==> config.mk <==
export PLATFORM = sky130hd
export DESIGN_NAME = vga_timing_gen_flat
export DESIGN_NICKNAME = d
export VERILOG_FILES = /design/src/rtl/vga_timing_pkg.sv /design/src/rtl/vga_timing_gen_if.sv /design/src/rtl/vga_axis_counter.sv /design/src/rtl/vga_timing_gen.sv /design/src/flat_wrapper.sv
export SDC_FILE = /design/constraint.sdc
export NUM_CORES = 1
export LEC_CHECK = 0
export ABC_CLOCK_PERIOD_IN_PS = 6100
export BUFFER_PORTS_ARGS = -buffer_cell sky130_fd_sc_hd__buf_4
export CORE_MARGIN = 2
export CORE_UTILIZATION = 59
export CTS_CLUSTER_SIZE = 30
export DETAILED_ROUTE_END_ITERATION = 8
export PLACE_DENSITY_LB_ADDON = 0.08
export SYNTH_ARGS = -nofsm -noshare
export SYNTH_HDL_FRONTEND = slang
export SYNTH_HIERARCHICAL = 1
export SYNTH_SLANG_ARGS = --single-unit
export TNS_END_PERCENT = 50
==> constraint.sdc <==
create_clock -name clock -period 6.1 [get_ports clock]
set_input_delay 0.305 -clock clock [delete_from_list [all_inputs] [get_ports clock]]
set_output_delay 0.305 -clock clock [all_outputs]
set_load 0.01 [all_outputs]
==> src/rtl/vga_timing_pkg.sv <==
// vga_timing_pkg
// Shared constants for the VGA raster timing generator: default 640x480@60
// line/frame geometry, derived totals, coordinate width and the colour-bar
// table used by the optional test pattern (VGA_TIMING_TEST_PATTERN_EN).
package vga_timing_pkg;

  localparam int DEF_H_ACTIVE = 640;
  localparam int DEF_H_FP     = 16;
  localparam int DEF_H_SYNC   = 96;
  localparam int DEF_H_BP     = 48;
  localparam int DEF_V_ACTIVE = 480;
  localparam int DEF_V_FP     = 10;
  localparam int DEF_V_SYNC   = 2;
  localparam int DEF_V_BP     = 33;

  localparam int DEF_H_TOTAL  = DEF_H_ACTIVE + DEF_H_FP + DEF_H_SYNC + DEF_H_BP;
  localparam int DEF_V_TOTAL  = DEF_V_ACTIVE + DEF_V_FP + DEF_V_SYNC + DEF_V_BP;

  // Must hold DEF_H_TOTAL-1 (799) and DEF_V_TOTAL-1 (524).
  localparam int DEF_CW       = 10;

  localparam int N_BARS       = 8;

  // Colour-bar table, left to right; 4 bits per channel, R in [11:8].
  function automatic logic [11:0] bar_colour(input logic [2:0] idx);
    logic [11:0] c;
    case (idx)
      3'd0:    c = 12'hFFF; // white
      3'd1:    c = 12'hFF0; // yellow
      3'd2:    c = 12'h0FF; // cyan
      3'd3:    c = 12'h0F0; // green
      3'd4:    c = 12'hF0F; // magenta
      3'd5:    c = 12'hF00; // red
      3'd6:    c = 12'h00F; // blue
      default: c = 12'h000; // black
    endcase
    return c;
  endfunction

endpackage

==> src/rtl/vga_timing_gen_if.sv <==
// vga_timing_gen_if
// Raster timing bus from the timing generator to the pixel output stage.
// There is no valid/ready pair on this bus: the producer updates it once per
// pix_en cycle and the consumer samples every clock, qualifying (x, y, rgb)
// with active; line_start/frame_start are single-clock event pulses.
//   hsync, vsync        sync outputs (polarity set by the producer)
//   active              (x, y) lies in the visible area
//   x, y                current raster position, CW bits each
//   line_start          one-clock pulse at x=0 of every line
//   frame_start         one-clock pulse at x=0, y=0
//   rgb                 12-bit colour (test pattern or zero)
// Modports: master = timing generator, slave = pixel consumer.
interface vga_timing_gen_if
  import vga_timing_pkg::*;
#(
  parameter int CW = DEF_CW
);
  logic          hsync;
  logic          vsync;
  logic          active;
  logic [CW-1:0] x;
  logic [CW-1:0] y;
  logic          line_start;
  logic          frame_start;
  logic [11:0]   rgb;

  modport master (
    output hsync, vsync, active, x, y, line_start, frame_start, rgb
  );

  modport slave (
    input hsync, vsync, active, x, y, line_start, frame_start, rgb
  );
endinterface

==> src/rtl/vga_axis_counter.sv <==
// vga_axis_counter
// Modulo-TOTAL up counter for one raster axis.
//   clock, reset  clock and asynchronous active-high reset
//   inc           advance by one this clock
//   cnt           current count, 0..TOTAL-1
//   wrap          high in the inc cycle where cnt is TOTAL-1 (combinational)
module vga_axis_counter
  import vga_timing_pkg::*;
#(
  parameter int TOTAL = DEF_H_TOTAL,
  parameter int CW    = DEF_CW
) (
  input  logic          clock,
  input  logic          reset,
  input  logic          inc,
  output logic [CW-1:0] cnt,
  output logic          wrap
);
  localparam logic [CW-1:0] LAST = CW'(TOTAL - 1);

  assign wrap = inc && (cnt == LAST);

  always_ff @(posedge clock or posedge reset) begin
    if (reset) begin
      cnt <= '0;
    end else if (inc) begin
      cnt <= wrap ? '0 : cnt + 1'b1;
    end
  end
endmodule

==> src/rtl/vga_timing_gen.sv <==
// vga_timing_gen
// VGA raster timing generator. Advances one pixel per clock with pix_en=1 and
// registers the decode of the current (h, v) position onto the timing bus, so
// the bus shows position (h, v) one clock after the pix_en cycle in which the
// counters held it. Sync/active/x/y/rgb hold while pix_en=0; line_start and
// frame_start clear on the next clock regardless of pix_en.
//   clock    system clock
//   reset    asynchronous active-high reset
//   pix_en   pixel strobe from the VGA clock divider
//   vid      vga_timing_gen_if.master timing bus (see interface header)
// Optional: define VGA_TIMING_TEST_PATTERN_EN to drive 8 vertical colour bars
// on vid.rgb; otherwise rgb is tied to 12'h000.
module vga_timing_gen
  import vga_timing_pkg::*;
#(
  parameter int H_ACTIVE = DEF_H_ACTIVE,
  parameter int H_FP     = DEF_H_FP,
  parameter int H_SYNC   = DEF_H_SYNC,
  parameter int H_BP     = DEF_H_BP,
  parameter int V_ACTIVE = DEF_V_ACTIVE,
  parameter int V_FP     = DEF_V_FP,
  parameter int V_SYNC   = DEF_V_SYNC,
  parameter int V_BP     = DEF_V_BP,
  parameter int SYNC_POL = 0,
  parameter int CW       = DEF_CW
) (
  input  logic             clock,
  input  logic             reset,
  input  logic             pix_en,
  vga_timing_gen_if.master vid
);
  localparam int H_TOTAL = H_ACTIVE + H_FP + H_SYNC + H_BP;
  localparam int V_TOTAL = V_ACTIVE + V_FP + V_SYNC + V_BP;

  localparam logic [CW-1:0] H_ACT_END = CW'(H_ACTIVE);
  localparam logic [CW-1:0] V_ACT_END = CW'(V_ACTIVE);
  localparam logic [CW-1:0] HS_START  = CW'(H_ACTIVE + H_FP);
  localparam logic [CW-1:0] HS_END    = CW'(H_ACTIVE + H_FP + H_SYNC);
  localparam logic [CW-1:0] VS_START  = CW'(V_ACTIVE + V_FP);
  localparam logic [CW-1:0] VS_END    = CW'(V_ACTIVE + V_FP + V_SYNC);

  localparam logic SYNC_ON  = (SYNC_POL != 0);
  localparam logic SYNC_OFF = ~SYNC_ON;

  logic [CW-1:0] h_cnt;
  logic [CW-1:0] v_cnt;
  logic          h_wrap;
  logic          v_wrap_unused;

  vga_axis_counter #(.TOTAL(H_TOTAL), .CW(CW)) u_h_cnt (
    .clock (clock),
    .reset (reset),
    .inc   (pix_en),
    .cnt   (h_cnt),
    .wrap  (h_wrap)
  );

  // Vertical advances only on the last pixel of a line.
  vga_axis_counter #(.TOTAL(V_TOTAL), .CW(CW)) u_v_cnt (
    .clock (clock),
    .reset (reset),
    .inc   (h_wrap),
    .cnt   (v_cnt),
    .wrap  (v_wrap_unused)
  );

  logic hsync_d;
  logic vsync_d;
  logic active_d;
  logic h_zero;

  assign hsync_d  = ((h_cnt >= HS_START) && (h_cnt < HS_END)) ? SYNC_ON : SYNC_OFF;
  assign vsync_d  = ((v_cnt >= VS_START) && (v_cnt < VS_END)) ? SYNC_ON : SYNC_OFF;
  assign active_d = (h_cnt < H_ACT_END) && (v_cnt < V_ACT_END);
  assign h_zero   = (h_cnt == '0);

`ifdef VGA_TIMING_TEST_PATTERN_EN
  localparam int BAR_W = H_ACTIVE / N_BARS;

  logic [2:0]  bar_idx;
  logic [11:0] rgb_d;

  // Bar index is the highest bar whose left edge is at or left of h_cnt;
  // a compare chain avoids a divider for non power-of-two bar widths.
  always_comb begin
    bar_idx = 3'd0;
    for (int i = 1; i < N_BARS; i++) begin
      if (h_cnt >= CW'(i * BAR_W)) begin
        bar_idx = 3'(i);
      end
    end
    rgb_d = active_d ? bar_colour(bar_idx) : 12'h000;
  end
`else
  assign vid.rgb = 12'h000;
`endif

  always_ff @(posedge clock or posedge reset) begin
    if (reset) begin
      vid.hsync       <= SYNC_OFF;
      vid.vsync       <= SYNC_OFF;
      vid.active      <= 1'b0;
      vid.x           <= '0;
      vid.y           <= '0;
      vid.line_start  <= 1'b0;
      vid.frame_start <= 1'b0;
`ifdef VGA_TIMING_TEST_PATTERN_EN
      vid.rgb         <= 12'h000;
`endif
    end else begin
      // Pulses are single-clock even when the next pix_en is far away.
      vid.line_start  <= 1'b0;
      vid.frame_start <= 1'b0;
      if (pix_en) begin
        vid.hsync       <= hsync_d;
        vid.vsync       <= vsync_d;
        vid.active      <= active_d;
        vid.x           <= h_cnt;
        vid.y           <= v_cnt;
        vid.line_start  <= h_zero;
        vid.frame_start <= h_zero && (v_cnt == '0);
`ifdef VGA_TIMING_TEST_PATTERN_EN
        vid.rgb         <= rgb_d;
`endif
      end
    end
  end
endmodule
==> src/flat_wrapper.sv <==
// flat-port wrapper written by rule: the top's interface ports become plain ports
module vga_timing_gen_flat import vga_timing_pkg::*;
#(
  parameter int H_ACTIVE = DEF_H_ACTIVE,
  parameter int H_FP     = DEF_H_FP,
  parameter int H_SYNC   = DEF_H_SYNC,
  parameter int H_BP     = DEF_H_BP,
  parameter int V_ACTIVE = DEF_V_ACTIVE,
  parameter int V_FP     = DEF_V_FP,
  parameter int V_SYNC   = DEF_V_SYNC,
  parameter int V_BP     = DEF_V_BP,
  parameter int SYNC_POL = 0,
  parameter int CW       = DEF_CW
)
  (clock, reset, pix_en, vid_hsync, vid_vsync, vid_active, vid_x, vid_y, vid_line_start, vid_frame_start, vid_rgb);
  vga_timing_gen_if #(.CW(CW)) vid_i ();
  input  logic clock;
  input  logic reset;
  input  logic pix_en;
  output wire logic [$bits(vid_i.hsync)-1:0] vid_hsync;
  output wire logic [$bits(vid_i.vsync)-1:0] vid_vsync;
  output wire logic [$bits(vid_i.active)-1:0] vid_active;
  output wire logic [$bits(vid_i.x)-1:0] vid_x;
  output wire logic [$bits(vid_i.y)-1:0] vid_y;
  output wire logic [$bits(vid_i.line_start)-1:0] vid_line_start;
  output wire logic [$bits(vid_i.frame_start)-1:0] vid_frame_start;
  output wire logic [$bits(vid_i.rgb)-1:0] vid_rgb;
  assign vid_hsync = vid_i.hsync;
  assign vid_vsync = vid_i.vsync;
  assign vid_active = vid_i.active;
  assign vid_x = vid_i.x;
  assign vid_y = vid_i.y;
  assign vid_line_start = vid_i.line_start;
  assign vid_frame_start = vid_i.frame_start;
  assign vid_rgb = vid_i.rgb;
  vga_timing_gen #(.H_ACTIVE(H_ACTIVE), .H_FP(H_FP), .H_SYNC(H_SYNC), .H_BP(H_BP), .V_ACTIVE(V_ACTIVE), .V_FP(V_FP), .V_SYNC(V_SYNC), .V_BP(V_BP), .SYNC_POL(SYNC_POL), .CW(CW)) u_core (.clock(clock), .reset(reset), .pix_en(pix_en), .vid(vid_i));
endmodule
==> results.json, run 1 <==
{
  "r2r_setup_slack_ns": 3.79,
  "grt_max_degree": 37,
  "ys.flop_type": "dfrtp_1",
  "switching_power_uw": 189,
  "crit_path_start_kind": "flip-flop",
  "layout_commonest_cell": "dfrtp_1",
  "drive_gt1_share_pct": 28.4,
  "p_comb_share_pct": 16.6,
  "cap_violations": 0,
  "cp_cell_sequence": "ha_1 -> inv_1 -> nor4_4 -> nand3_1 -> nor2_1 -> nand4_1 -> xnor2_1",
  "routed_wl_um": 3830,
  "synth_edf_count": 0,
  "synth_top_family_by_area": "simple AND/OR/NAND/NOR gates",
  "flow.area_growth_from_synthesis_pct": 12.9,
  "num_vias": 1485,
  "drt_iter0_markers": 69,
  "ant_nets": 0,
  "drc": 0,
  "nNetsFinal": 223,
  "seq_area_um2": 1130,
  "whs_endpoint": "u_core/vid.hsync",
  "synth-simple-area-share_pct": 18.3,
  "finalClockSkew_ns": 0.00949,
  "cts_sinks": 45,
  "slew-limit-headroom_pct": 40.4,
  "synth_compound_gate_area_share_pct": 5.31,
  "track_usage_pct": 20.6,
  "endpoint_kind": "flip-flop",
  "swShare_pct": 27.9,
  "hold_viol": 0,
  "die_y_um": 64.3,
  "hp-start": "pix_en",
  "finalCritPeriodShare_pct": 37.9,
  "worst-path-buf-inv": 1,
  "synth.area.mux_share_pct": 10.5,
  "synthTopCellsByArea": "dfrtp_1 50%, mux2_2 11%, buf_4 4.9%, dfstp_2 2.5%, xnor2_1 2.5%",
  "die_area_um2": 4130,
  "drt_pre_antenna_iters": 4,
  "synthDistinctLibCells": 37,
  "cts_resized": 0,
  "grt_pass1_vias": 1469,
  "crit_type": "flip-flop to flip-flop",
  "rr_startpoint": "u_core/u_h_cnt/cnt[0]",
  "r2r_end": "u_core/u_v_cnt/cnt[7]",
  "p_leak_nw": 1.13,
  "critical_path_depth": 7,
  "slowest_stage": "nor4_4",
  "peakVddDrop_v": 0.000174,
  "synth_fa_ha_area_share_pct": 1.75,
  "initial_core_util_pct": 62.7,
  "cts_buffer_depth": 2,
  "netlist.area_leader.share_pct": 50.2,
  "ys_ff_latch": 45,
  "cts_tree": "built",
  "yosys.area.top_type": "dfrtp_1",
  "cp_top_family": "simple AND/OR/NAND/NOR gates",
  "setup_viol": 0,
  "power_density_nw_per_um2": 280,
  "grt_pass1_wl_um": 6600,
  "gr-total-overflow": 0,
  "netlist_area_um2": 2140,
  "insertion_delay_ns": 0.35,
  "reg2regPathDepth": 7,
  "fin_tns_setup_ns": 0,
  "core_area_um2": 3420,
  "diodes": 0,
  "p_clk_share_pct": 27.3,
  "num-fill-cells": 260,
  "async_flop_share_pct": 100,
  "arrival_ns": 2.55,
  "hold_slack_ns": 0.392,
  "post_drt_wl_per_cell_um": 14.5,
  "period_needed_ns": 2.31,
  "avgSynthCellArea_um2": 11.4,
  "whs_path_depth": 3,
  "fp.dieW_um": 64.3,
  "tightest_slew_ns": 0.894,
  "intPower_uw": 489,
  "pin_count": 40,
  "htreeDepth": 2,
  "crit_fanout": 13,
  "portBuffers": 27,
  "yosysWarnings": 6,
  "slew_viol_final": 0,
  "num_rows": 21,
  "multi_input_area_um2": 902,
  "antenna_found_initial": 0,
  "rsz0062_at_grt": "no",
  "cts_inserted_buffers": 5,
  "hp-class": "input pin to flip-flop",
  "seqPwrFrac_pct": 56.1,
  "final_cell_mix": "43 x dfrtp_1, 27 x buf_4, 20 x mux2_2",
  "clk_pin_slew_ns": 0.12,
  "outcome": "complete, no violations",
  "synth-xor-area-share_pct": 4.09,
  "max_freq_mhz": 433,
  "globalplace.congestion": 0.912,
  "required_ns": 6.34,
  "dpl.hpwl_um": 2730,
  "cp_slowest_stage_delay_ns": 0.60,
  "vias_per_cell": 5.63,
  "yosysSeqAreaShare_pct": 52.7,
  "netlist_instances": 188,
  "clock-root-buffer": "clkbuf_4"
}
-- timing repair --
item	in CTS	in global routing
setup buffers	0	0
hold endpoints to repair	20	0
hold buffers	1	0
-- stage by stage --
| step | std cells | utilization, % | setup slack (ns) | power, mW | area [um2] |
|---|---|---|---|---|---|
| 3_3_place_gp | 255 | 68.1 | 3.87 | 0.495 | 2320 |
| 6_report | 264 | 70.8 | 3.79 | 0.678 | 2420 |
| 5_1_grt | 264 | 70.8 | 3.57 | 0.718 | 2420 |
| 2_1_floorplan | 199 | - | 4.17 | 0.455 | 2180 |
| 4_1_cts | 264 | 70.8 | 3.78 | 0.685 | 2420 |
| 3_5_place_dp | 255 | 68.1 | 3.74 | 0.500 | 2320 |
-- worst max-delay path by stage --
| stage | startpoint | endpoint | slack, ns |
|---|---|---|---|
| after global routing | u_core/u_h_cnt/cnt[0] | u_core/u_v_cnt/cnt[7] | 3.57 |
| after global placement | pix_en | u_core/u_v_cnt/cnt[7] | 3.87 |
| after CTS | u_core/u_h_cnt/cnt[0] | u_core/u_v_cnt/cnt[7] | 3.78 |
| final | u_core/u_h_cnt/cnt[0] | u_core/u_v_cnt/cnt[7] | 3.79 |
| after floorplan | u_core/u_h_cnt/cnt[0] | u_core/u_v_cnt/cnt[7] | 4.17 |
| after detailed placement | pix_en | u_core/u_v_cnt/cnt[7] | 3.74 |
-- registers in the layout, summed over array words and instances (netlist names), 10 cells and up --
register,cells
u_core/u_h_cnt/cnt,10
u_core/u_v_cnt/cnt,10
u_core/vid.y,10
u_core/vid.x,10
-- synthesized netlist by cell type (all sizes together), types with 2 or more instances --
cell,count
a21o,2
a21oi,4
and3,4
and4,3
buf,16
dfrtp,43
dfstp,2
ha,3
inv,9
mux2,20
nand2,13
nand2b,4
nand3,3
nand4,9
nor2,10
nor3,6
nor4,5
o21ai,8
o22ai,2
or3,2
xnor2,6
xor2,4
-- layout make-up --
class / instances / share of cell area (%)
Multi-Input combinational cell: 128 / 37.3
Clock inverter: 1 / 1.24
Clock buffer: 7 / 2.28
Inverter: 9 / 1.40
Timing Repair Buffer: 28 / 8.79
Tap cell: 46 / 2.38
Sequential cell: 45 / 46.6
-- logic make-up (layout without fill, tap and decap cells) --
family,count (synthesis),in the layout
and+or+nand+nor,64,64
other,1,12
DFF,45,45
muxes,20,20
adders and majority gates,3,3
xor gates and xnor gates,10,10
buffers and inverters,26,45
AOI/OAI and AO/OA,19,19
-- worst min-delay path: cells and delay by family --
kind,cells,cell delay (ns)
buffers and inverters,1,0.24
AND/OR/NAND/NOR,1,0.14
AO/OA/AOI/OAI,1,0.05
-- power groups by stage --
| stage | clock (mW) | sequential (mW) | combinational [mW] |
|---|---|---|---|
| 3_5_place_dp | 0 | 0.387 | 0.113 |
| 3_3_place_gp | 0 | 0.385 | 0.110 |
| 6_report | 0.185 | 0.381 | 0.112 |
| 2_1_floorplan | 0 | 0.383 | 0.0722 |
| 5_1_grt | 0.206 | 0.388 | 0.125 |
| 4_1_cts | 0.190 | 0.381 | 0.114 |
-- metal layers --
layer | global-route usage, % | vias up | routed length (um)
met2 | 34.0 | 54 | 1760
met3 | 6.34 | 8 | 215
li1 | - | 701 | -
met4 | 6.65 | 0 | 53
met5 | 0 | - | 0
met1 | 26.0 | 722 | 1810
Power figures use the tool's default switching activity.
==> run 2, diff against run 1 <==
ABC_CLOCK_PERIOD_IN_PS = 1900   (was 6100)
CORE_UTILIZATION = 49   (was 59)
clock period = 1.9 ns   (was 6.1 ns; I/O delays follow)
==> run 2 against run 1 <==
Compared with the run above: register-to-register slack lost 3.6 ns; non-clock buffer count rose by 12; sequential cell count stayed put; combinational power grew to 4.4 times the previous value; global-route usage decreased by 1.8 points; power increased to 3.4 times the previous value; fmax up 32%; highest routed layer unchanged; sequential share of layout area down 2.4 points; hold slack worse by 0.12 ns; clock skew shrank 0.0034 ns.
==> results.json, run 2 (synthesis results as in run 1) <==
{
  "grt_max_degree": 36,
  "initial_core_util_pct": 49.9,
  "cts_buffer_depth": 2,
  "drt_pre_antenna_iters": 4,
  "tightest_slew_ns": 0.571,
  "fp.dieW_um": 70.1,
  "seq_area_um2": 1130,
  "final_area_um2": 2550,
  "gr-total-overflow": 0,
  "num_rows": 24,
  "globalplace.congestion": 0.890,
  "crit_path_start_kind": "flip-flop",
  "hp-class": "input pin to flip-flop",
  "r2r_setup_slack_ns": 0.15,
  "final_cell_mix": "41 x dfrtp_1, 39 x buf_4, 20 x mux2_2",
  "r2r_end": "u_core/u_v_cnt/cnt[7]",
  "slew-limit-headroom_pct": 61.9,
  "hold_slack_ns": 0.272,
  "vias_per_cell": 5.38,
  "cts_inserted_buffers": 5,
  "core_area_um2": 4290,
  "period_needed_ns": 1.75,
  "post-route-worst-setup-slack_ns": 0.150,
  "routed_wl_um": 4290,
  "cap_violations": 0,
  "hold_viol": 0,
  "antenna_found_initial": 0,
  "place_area_um2": 2440,
  "layout_commonest_cell": "dfrtp_1",
  "peakVddDrop_v": 0.000576,
  "top_layer": "met4",
  "die_y_um": 70.1,
  "whs_endpoint": "u_core/u_h_cnt/cnt[5]",
  "grt_pass1_wl_um": 7250,
  "max_freq_mhz": 572,
  "flow.area_growth_from_synthesis_pct": 19.2,
  "clock-root-buffer": "clkbuf_8",
  "cts_sinks": 45,
  "wl_met1_um": 2050,
  "whs_path_depth": 4,
  "cts_tree": "built",
  "wl_met2_um": 1980,
  "pin_count": 40,
  "arrival_ns": 1.93,
  "ant_nets": 0,
  "outcome": "complete, no violations",
  "dr_wl_met3_um": 184,
  "num_vias": 1518,
  "drive_gt1_share_pct": 34.3,
  "track_usage_pct": 18.8,
  "post_drt_wl_per_cell_um": 15.2,
  "endpoint_kind": "flip-flop",
  "rr_startpoint": "u_core/u_h_cnt/cnt[9]",
  "htreeDepth": 2,
  "num-fill-cells": 374,
  "drt_iter0_markers": 79,
  "cp_cell_sequence": "nand4bb_4 -> nor4_4 -> nand3_1 -> nor2_1 -> nand4_1 -> xnor2_1",
  "multi_input_area_um2": 921,
  "p_leak_nw": 1.20,
  "insertion_delay_ns": 0.29,
  "rsz0062_at_grt": "no",
  "finalClockSkew_ns": 0.00605,
  "required_ns": 2.08,
  "drc": 0,
  "finalCritPeriodShare_pct": 92.1,
  "hp-start": "pix_en",
  "diodes": 0,
  "crit_fanout": 7,
  "crit_type": "flip-flop to flip-flop",
  "place_ws_ns": 0.0882,
  "clk_pin_slew_ns": 0.08,
  "power_density_nw_per_um2": 900,
  "setup_viol": 0,
  "die_area_um2": 4920,
  "portBuffers": 27,
  "slew_viol_final": 0,
  "grt_pass1_vias": 1509,
  "finalPower_mw": 2.30,
  "cp_slowest_stage_delay_ns": 0.49,
  "dpl.hpwl_um": 3100,
  "slowest_stage": "dfrtp_1",
  "reg2regPathDepth": 6,
  "nNetsFinal": 235
}
run 2: routing by layer:
metal	vias up	global-route usage, %
met5	-	0
met1	750	25.8
met3	7	3.61
met2	42	29.2
met4	0	8.33
li1	719	-
run 2: worst max-delay path by stage:
stage / start / endpoint / slack (ns) / cells after the start
global route: u_core/u_h_cnt/cnt[0] / u_core/u_v_cnt/cnt[7] / 0.06 / 7
CTS: u_core/u_h_cnt/cnt[0] / u_core/u_v_cnt/cnt[7] / 0.07 / 7
global placement: u_core/u_h_cnt/cnt[0] / u_core/u_v_cnt/cnt[7] / 0.19 / 7
detailed placement: u_core/u_h_cnt/cnt[0] / u_core/u_v_cnt/cnt[7] / 0.09 / 7
floorplan: u_core/u_h_cnt/cnt[7] / u_core/u_v_cnt/cnt[7] / -0.002 / 7
finish: u_core/u_h_cnt/cnt[9] / u_core/u_v_cnt/cnt[7] / 0.15 / 6
run 2: where the power goes:
group	total (mW)	internal, mW	leakage [nW]	switching, mW
registers	1.17	1.07	0.579	0.0980
clock network	0.636	0.329	0.0542	0.307
logic	0.498	0.246	0.563	0.252
run 2: metrics by stage:
step | cells | util (%) | TNS (ns)
6_report | 282 | 59.5 | 0
2_1_floorplan | 199 | - | -0.00411
3_5_place_dp | 273 | 56.8 | 0
5_1_grt | 282 | 59.5 | 0
3_3_place_gp | 273 | 56.8 | 0
4_1_cts | 282 | 59.4 | 0
run 2: final cells by class:
type	instances	area share, %
Inverter	9	1.32
Sequential cell	45	44.3
Multi-Input combinational cell	128	36.0
Clock buffer	7	3.77
Clock inverter	1	0.196
Tap cell	52	2.55
Timing Repair Buffer	40	11.9
run 2: worst max-delay path: cells and delay by family (launching register included):
kind,cells,cell delay (ns)
xor gates and xnor gates,1,0.15
DFF,1,0.49
and+or+nand+nor,5,1.00
run 2: repair_timing:
item                       in CTS  in global routing
hold buffers                    1                  0
hold endpoints to repair       30                  0
setup buffers                   0                  0
setup endpoints to repair       0                  6
resized for setup               0                  3
